### config.mk
export PLATFORM = sky130hd
export DESIGN_NAME = lsu32
export DESIGN_NICKNAME = d
export VERILOG_FILES = /design/src/rtl/lsu32.sv
export SDC_FILE = /design/constraint.sdc
export NUM_CORES = 1
export LEC_CHECK = 0
export CORE_ASPECT_RATIO = 0.5
export CORE_MARGIN = 10
export CORE_UTILIZATION = 40
export DETAILED_ROUTE_END_ITERATION = 8
export PLACE_DENSITY_LB_ADDON = 0.2
export SLEW_MARGIN = 5
export SYNTH_ARGS = -nofsm -noshare
export SYNTH_HDL_FRONTEND = slang
export SYNTH_SLANG_ARGS = --single-unit
### constraint.sdc
create_clock -name clk -period 1.8 [get_ports clk]
set_input_delay 0.27 -clock clk [delete_from_list [all_inputs] [get_ports clk]]
set_output_delay 0.27 -clock clk [all_outputs]
set_load 0.01 [all_outputs]
### src/rtl/lsu32.sv
// RV32I load/store unit: req/ack data-memory bus master with byte-lane steering and load extension.
// Optional bus timeout is compiled in when LSU_TIMEOUT_EN is defined.
module lsu32 #(
    parameter int TIMEOUT_CYCLES = 255
) (
    input  logic        clk,
    input  logic        rst,
    input  logic        MemRead,
    input  logic        MemWrite,
    input  logic [2:0]  Funct3,
    input  logic [31:0] Addr,
    input  logic [31:0] WData,
    output logic [31:0] RData,
    output logic        Stall,
    output logic        AccessErr,
    output logic        BusReq,
    output logic        BusWe,
    output logic [31:0] BusAddr,
    output logic [3:0]  BusBe,
    output logic [31:0] BusWData,
    input  logic [31:0] BusRData,
    input  logic        BusAck
);

    // state | meaning
    // IDLE  | waiting for MemRead/MemWrite; illegal accesses flagged here
    // BUS   | request on the bus, waiting for BusAck
    // DONE  | one unstalled cycle so the core retires the instruction
    typedef enum logic [1:0] {IDLE, BUS, DONE} state_t;

    state_t      state, state_nx;
    logic        op, legal, aligned, start, req_err, ack_take;
    logic [3:0]  be_nx;
    logic [31:0] wdata_nx, rdata_fmt;
    logic [2:0]  f3_q;
    logic [1:0]  off_q;
    logic [7:0]  byte_sel;
    logic [15:0] half_sel;
    logic        tmo_hit, tmo_err;

    always_comb begin
        op = MemRead | MemWrite;
        case (Funct3)
            3'b000, 3'b001, 3'b010: legal = 1'b1;
            3'b100, 3'b101:         legal = ~MemWrite;
            default:                legal = 1'b0;
        endcase
        case (Funct3[1:0])
            2'b01:   aligned = ~Addr[0];
            2'b10:   aligned = (Addr[1:0] == 2'b00);
            default: aligned = 1'b1;
        endcase
        case (Funct3[1:0])
            2'b00: begin
                be_nx    = 4'b0001 << Addr[1:0];
                wdata_nx = {4{WData[7:0]}};
            end
            2'b01: begin
                be_nx    = 4'b0011 << Addr[1:0];
                wdata_nx = {2{WData[15:0]}};
            end
            default: begin
                be_nx    = 4'b1111;
                wdata_nx = WData;
            end
        endcase
    end

    always_comb begin
        byte_sel = BusRData[{off_q, 3'b000} +: 8];
        half_sel = off_q[1] ? BusRData[31:16] : BusRData[15:0];
        case (f3_q)
            3'b000:  rdata_fmt = {{24{byte_sel[7]}}, byte_sel};
            3'b001:  rdata_fmt = {{16{half_sel[15]}}, half_sel};
            3'b100:  rdata_fmt = {24'd0, byte_sel};
            3'b101:  rdata_fmt = {16'd0, half_sel};
            default: rdata_fmt = BusRData;
        endcase
    end

    always_comb begin
        state_nx  = state;
        Stall     = 1'b0;
        AccessErr = 1'b0;
        start     = 1'b0;
        req_err   = 1'b0;
        ack_take  = 1'b0;
        case (state)
            IDLE: begin
                if (op) begin
                    if (legal && aligned) begin
                        start    = 1'b1;
                        Stall    = 1'b1;
                        state_nx = BUS;
                    end else begin
                        req_err   = 1'b1;
                        AccessErr = 1'b1;
                    end
                end
            end
            BUS: begin
                Stall = 1'b1;
                if (BusAck) begin
                    ack_take = 1'b1;
                    state_nx = DONE;
                end else if (tmo_hit) begin
                    state_nx = DONE;
                end
            end
            DONE: begin
                AccessErr = tmo_err;
                state_nx  = IDLE;
            end
            default: state_nx = IDLE;
        endcase
        // Outputs stay quiet during reset even if an access is being requested.
        if (rst) begin
            Stall     = 1'b0;
            AccessErr = 1'b0;
        end
    end

    always_ff @(posedge clk) begin
        if (rst) begin
            state    <= IDLE;
            RData    <= '0;
            BusReq   <= 1'b0;
            BusWe    <= 1'b0;
            BusAddr  <= '0;
            BusBe    <= '0;
            BusWData <= '0;
            f3_q     <= '0;
            off_q    <= '0;
        end else begin
            state <= state_nx;
            if (start) begin
                BusReq   <= 1'b1;
                BusWe    <= MemWrite;
                BusAddr  <= {Addr[31:2], 2'b00};
                BusBe    <= be_nx;
                BusWData <= wdata_nx;
                f3_q     <= Funct3;
                off_q    <= Addr[1:0];
            end
            if (req_err) begin
                RData <= '0;
            end
            if (ack_take) begin
                BusReq <= 1'b0;
                if (!BusWe) begin
                    RData <= rdata_fmt;
                end
            end
            if (tmo_hit) begin
                BusReq <= 1'b0;
                RData  <= '0;
            end
        end
    end

`ifdef LSU_TIMEOUT_EN
    localparam int TW = ($clog2(TIMEOUT_CYCLES + 1) > 8) ? $clog2(TIMEOUT_CYCLES + 1) : 8;
    logic [TW-1:0] tmo_cnt;

    assign tmo_hit = (state == BUS) && !BusAck && (tmo_cnt == TW'(TIMEOUT_CYCLES - 1));

    always_ff @(posedge clk) begin
        if (rst) begin
            tmo_cnt <= '0;
            tmo_err <= 1'b0;
        end else begin
            if (start) begin
                tmo_cnt <= '0;
                tmo_err <= 1'b0;
            end else if (state == BUS && !BusAck) begin
                tmo_cnt <= tmo_cnt + 1'b1;
            end
            if (tmo_hit) begin
                tmo_err <= 1'b1;
            end
        end
    end
`else
    logic unused_tmo;
    assign unused_tmo = (TIMEOUT_CYCLES > 0);
    assign tmo_hit    = 1'b0;
    assign tmo_err    = 1'b0;
`endif

endmodule
Yosys cells after proc, flatten, opt, wreduce, memory -nomap -nowiden
Index checks and enable logic that the tools add are counted.
{ "totals": {"ff_bits": 107, "inputBits": 104, "out_inout_bits": 104, "word_cells": 62} }
{ "classes": {"n_reduce_logical": 10, "bitwise_logic": 3, "mux": 24, "n_shift": 3, "n_eq_ne": 13} }
{ "op_table": {"columns": ["cell", "count"], "rows": [
  ["case mux 32 bit (4 select lines)", 1],
  ["2-to-1 mux 32 bit", 3],
  ["case mux 32 bit (2 select lines)", 1],
  ["variable part select 32 x 6 -> 8 bit", 1],
  ["2-to-1 mux 16 bit", 1],
  ["== test 3 bit (second input constant)", 4],
  ["2-to-1 mux 1 bit", 10],
  ["case mux 4 bit (2 select lines)", 1],
  ["== test 3 x 1 -> 1 bit (second input constant)", 2],
  ["logical NOT 2 bit", 3],
  ["logical NOT 3 bit", 2],
  ["2-to-1 mux 2 bit", 3],
  ["inequality test 2 bit (second input constant)", 3],
  ["case mux 1 bit (2 select lines)", 3],
  ["== test 2 x 1 -> 1 bit (second input constant)", 2],
  ["case mux 2 bit (2 select lines)", 1],
  ["OR reduction 2 bit", 2],
  ["left shift 1 x 2 -> 4 bit (first input constant)", 1],
  ["left shift 2 x 2 -> 4 bit (first input constant)", 1],
  ["== test 3 x 2 -> 1 bit (second input constant)", 1],
  ["AND reduction 3 bit", 1],
  ["OR reduction 3 bit", 1],
  ["== test 2 bit (second input constant)", 1],
  ["NOT 1 bit", 2],
  ["2 further kinds", 2]
]} }

Logic depth before layout (Yosys ltp)
{ "logic_depth": {"ltp_word": 10, "depth_mapped": 10, "depth_no_buf": 6} }

Worst setup path after synthesis
Ideal clock, no wire load.
{ "synth_timing": {"path_kind": "input port to output port", "startpoint": "in Funct3[1]", "endpoint": "out Stall", "cell_stages": 9, "n_path_buf": 3, "required_ns": 1.530, "arrival_time_ns": 1.754, "setup_slack_ns": -0.224, "cell_sequence": "inv_1 ha_1 buf_6 nor2b_1 o311a_2 buf_4 buf_4 a21oi_1 nor3_1"} }
{ "synth_between": {"elab_chain_len": 8, "word_cells_on_any_way": 16, "classes_between": "6 x eq/ne; 6 x mux; 4 x reduce/logical"} }
{ "synth_rtl": {"columns": ["item", "line", "rtl"], "rows": [
  ["from (decl)", "10", "input logic [2:0] Funct3,"],
  ["== test 3 x 1 -> 1 bit (tied with other cells)", "43", "case (Funct3)"],
  ["OR reduction 3 bit / OR reduction 2 bit (equally long branches)", "43", null],
  ["case mux 1 bit (2 select lines)", "43", null],
  ["logical AND 1 bit *", "91", "if (legal && aligned) begin"],
  ["2-to-1 mux 1 bit *", "91", null],
  ["2-to-1 mux 1 bit *", "90", "if (op) begin"],
  ["case mux 1 bit (2 select lines) *", "88", "case (state)"],
  ["2-to-1 mux 1 bit *", "117", "if (rst) begin"],
  ["to (decl)", "14", "output logic Stall,"]
]} }
Every way passes the cells marked *; elsewhere a longest branch is shown, timed or not.

Worst setup path in the final report
{ "layout_timing": {"startpoint": "in Funct3[1]", "endpoint": "out AccessErr"} }
{ "layout_between": {"elab_chain_len": 8, "word_cells_on_any_way": 16, "classes_between": "6 x eq/ne; 6 x mux; 4 x reduce/logical"} }
{ "layout_rtl": {"columns": ["item", "line", "rtl"], "rows": [
  ["== test 3 x 1 -> 1 bit (tied with other cells)", "43", null],
  ["OR reduction 3 bit / OR reduction 2 bit (equally long branches)", "43", null],
  ["case mux 1 bit (2 select lines)", "43", null],
  ["logical AND 1 bit *", "91", null],
  ["2-to-1 mux 1 bit *", "91", null],
  ["2-to-1 mux 1 bit *", "90", null],
  ["2-to-1 mux 1 bit *", "88", null],
  ["2-to-1 mux 1 bit *", "117", null],
  ["to (decl)", "15", "output logic AccessErr,"]
]} }
Marked as above.

==> impl_results.md <==
* Clock power share at 33.0%
* Depth of the CTS H-tree at 3
* Core area at 12800 um2
* CP required at 1.53 ns
* RSZ-0062 raised after global routing: true
* Post-Syn Area at 5300 um2
* Switching power at 1.95 mW
* Final cell count without fillers at 1014
* Max-cap violations at 0
* ANT nets after route at 0
* WP data arrival at 1.59 ns
* Yosys warns at 0
* Fin Hold WS at 0.244 ns
* Reg power frac at 40.9%
* Gate Count Post-Synth at 631
* GP Congestion at 0.854
* Post-synth EDFFs at 0
* F_max at 0.538 GHz
* Initial core utilization at 41.4%
* CTS sink cnt at 107
* HPWL Detailed at 14.3 mm
* Violated checks: setup timing
* Vias/cell at 5.60
* CP Launch Type: input pin
* Total wire length at 19.7 mm
* Power per cell area at 762 nW/um2
* Clk_lat worst skew at 0.35 ns
* Seq/Total Area, Yosys at 40.4%
* CTS buffer count at 9
* Share of post-route cells with drive strength above 1 at 15.0%
* Total internal power at 4.31 mW
* Yosys cell types at 55
* CTS tree: done
* Final Hold Fails at 0
* First-iteration detailed-routing DRC count at 508
* Sw Share at 31.2%
* Crit end category: output port
* Vias in the first global route at 5618
* Status: finished with violations
* Main flop type after synthesis: dfxtp_1
* Largest net degree at the start of global routing at 73
* Fin nets at 946
* Setup ws final at -0.0597 ns
* Worst Skew at 0.0130 ns
* Measured slew at the worst slew-check pin at 0.600 ns
* GR Overflow Total at 0
* Max clock buf depth at 2
* Worst-path clk slew at 0.08 ns
* Crit Path Category: in -> out
* Worst relative slew slack at 59.8%
* Avg Synthesized Cell Area at 8.40 um2
* Number of diodes at 0
* Crit path max fanout at 3
* LEAKAGE at 2.86 nW
* Final setup violation count at 2
* # IOs at 208
* Die H at 101 um
* DIE WIDTH at 183 um
* Tcrit/Tclk final at 103%
* Residual DRC at 0
* Fin Setup TNS at -0.0779 ns
* Hold Crit Class: in -> reg
* Inst Count DP at 996
* First-pass GRT wire length at 31.1 mm
* Comb pwr share at 26.0%
* Initial antenna violation count at 0
* Port bufs at 205
* Flops & latches, synth at 107
* Wirelength per Cell at 19.4 um
* Ys async rst share at 0%
* Power Total at 6.26 mW
* Min cycle time layout at 1.86 ns
* Via count at 5680
* Synth-to-Final Area Change at 55.0%
* Gr usage total at 20.3%
* Hold buffers post-CTS at 0
* Root buffer cell: clkbuf_16
* Die footprint at 18500 um2
* Final Max Tran Viols at 0
* Row count at 29
* DR pass1 iterations at 5
* Max VDD drop at 479 uV
==> per-stage QoR <==
stage	utilization (%)	cell area [um2]	setup slack, ns
finish	64.1	8220	-0.0597
CTS	63.8	8180	-0.0716
floorplan	-	5400	-0.0552
detailed placement	60.9	7800	-0.997
global placement	60.9	7800	-0.969
global route	64.1	8220	-0.0839
==> cells by family after synthesis <==
kind of cell | after synthesis | synth area share [%]
other | 1 | 0.0707
adders and majority gates | 3 | 0.708
and+or+nand+nor | 143 | 14.3
muxes | 4 | 1.01
buffers and inverters | 83 | 7.67
DFF | 107 | 40.4
AOI/OAI and AO/OA | 290 | 35.8
==> critical path, cell delays in order <==
cell and delay [ns]:
buf_8 0.10, buf_6 0.11, ha_4 0.15, nor3b_4 0.15, or3_4 0.40, a21o_4 0.22, nor2_4 0.08, buf_6 0.10
==> area by class of cell <==
type | count | area, um2
well taps | 170 | 213
clock buffers | 9 | 225
multi-input cells | 442 | 2900
clock inverters | 7 | 91.3
repair buffers | 263 | 2580
fillers | 1149 | 4590
flip-flops and latches | 107 | 2140
inverters | 16 | 63.8
==> metal layers <==
metal	global-route usage, %	routed length, um
met1	25.0	8490
met2	33.3	9140
met3	8.08	1860
met4	4.01	195
met5	0	0
==> cells in the mapped netlist (9+ instances only) <==
library cell / count / area (um2)
nand2b_1: 9 / 56.3
a21oi_1: 103 / 515
dfxtp_1: 107 / 2140
buf_2: 10 / 50.1
a211oi_2: 11 / 138
nor2_1: 14 / 52.6
a211oi_1: 36 / 270
clkbuf_1: 35 / 131
o211ai_1: 15 / 113
nand2_1: 26 / 97.6
inv_1: 16 / 60.1
nand3_1: 51 / 255
o21ai_0: 69 / 345
or3_1: 9 / 56.3
==> flip-flops by register name, summed over array words and instances (netlist names) <==
signal,flops
state,2
BusBe,4
RData,32
BusWe,1
BusWData,32
BusAddr,30
off_q,2
f3_q,3
BusReq,1
==> repair_timing <==
action / 4_1_cts / 5_1_grt
pin swaps: 5 / 5
resized for setup: 31 / 8
setup endpoints to repair: 108 / 51
setup buffers: 1 / 1
endpoints found under the hold margin: 0 / 0
==> worst paths after layout <==
path,from,to,slack (ns),cells past startpoint
setup / recovery,Funct3[1],AccessErr,-0.06,8
hold / removal,rst,state[1],0.24,2
setup reg to reg,off_q[1],RData[7],0.16,4
hold reg to reg,RData[15],RData[15],0.47,2
==> cell usage in the layout (no fill, tap or decap), types with 9 or more instances in the layout <==
| cell | netlist | routed |
|---|---|---|
| a211oi_1 | 36 | 27 |
| buf_4 | 5 | 48 |
| clkbuf_16 | 0 | 9 |
| inv_1 | 16 | 14 |
| nand3_1 | 51 | 51 |
| nand2b_1 | 9 | 9 |
| o21ai_0 | 69 | 69 |
| o211ai_1 | 15 | 15 |
| a21oi_1 | 103 | 102 |
| clkdlybuf4s50_1 | 0 | 198 |
| nand2_1 | 26 | 26 |
| dfxtp_1 | 107 | 107 |
| nor2_1 | 14 | 13 |
| a211oi_2 | 11 | 20 |
==> power groups by stage <==
stage | logic (mW) | clock network, mW | registers [mW]
3_3_place_gp | 1.58 | 0 | 2.61
2_1_floorplan | 0.742 | 0 | 2.67
5_1_grt | 1.76 | 2.22 | 2.58
4_1_cts | 1.61 | 2.12 | 2.56
6_report | 1.63 | 2.07 | 2.56
3_5_place_dp | 1.59 | 0 | 2.61
(Power assumes the default switching activity.)
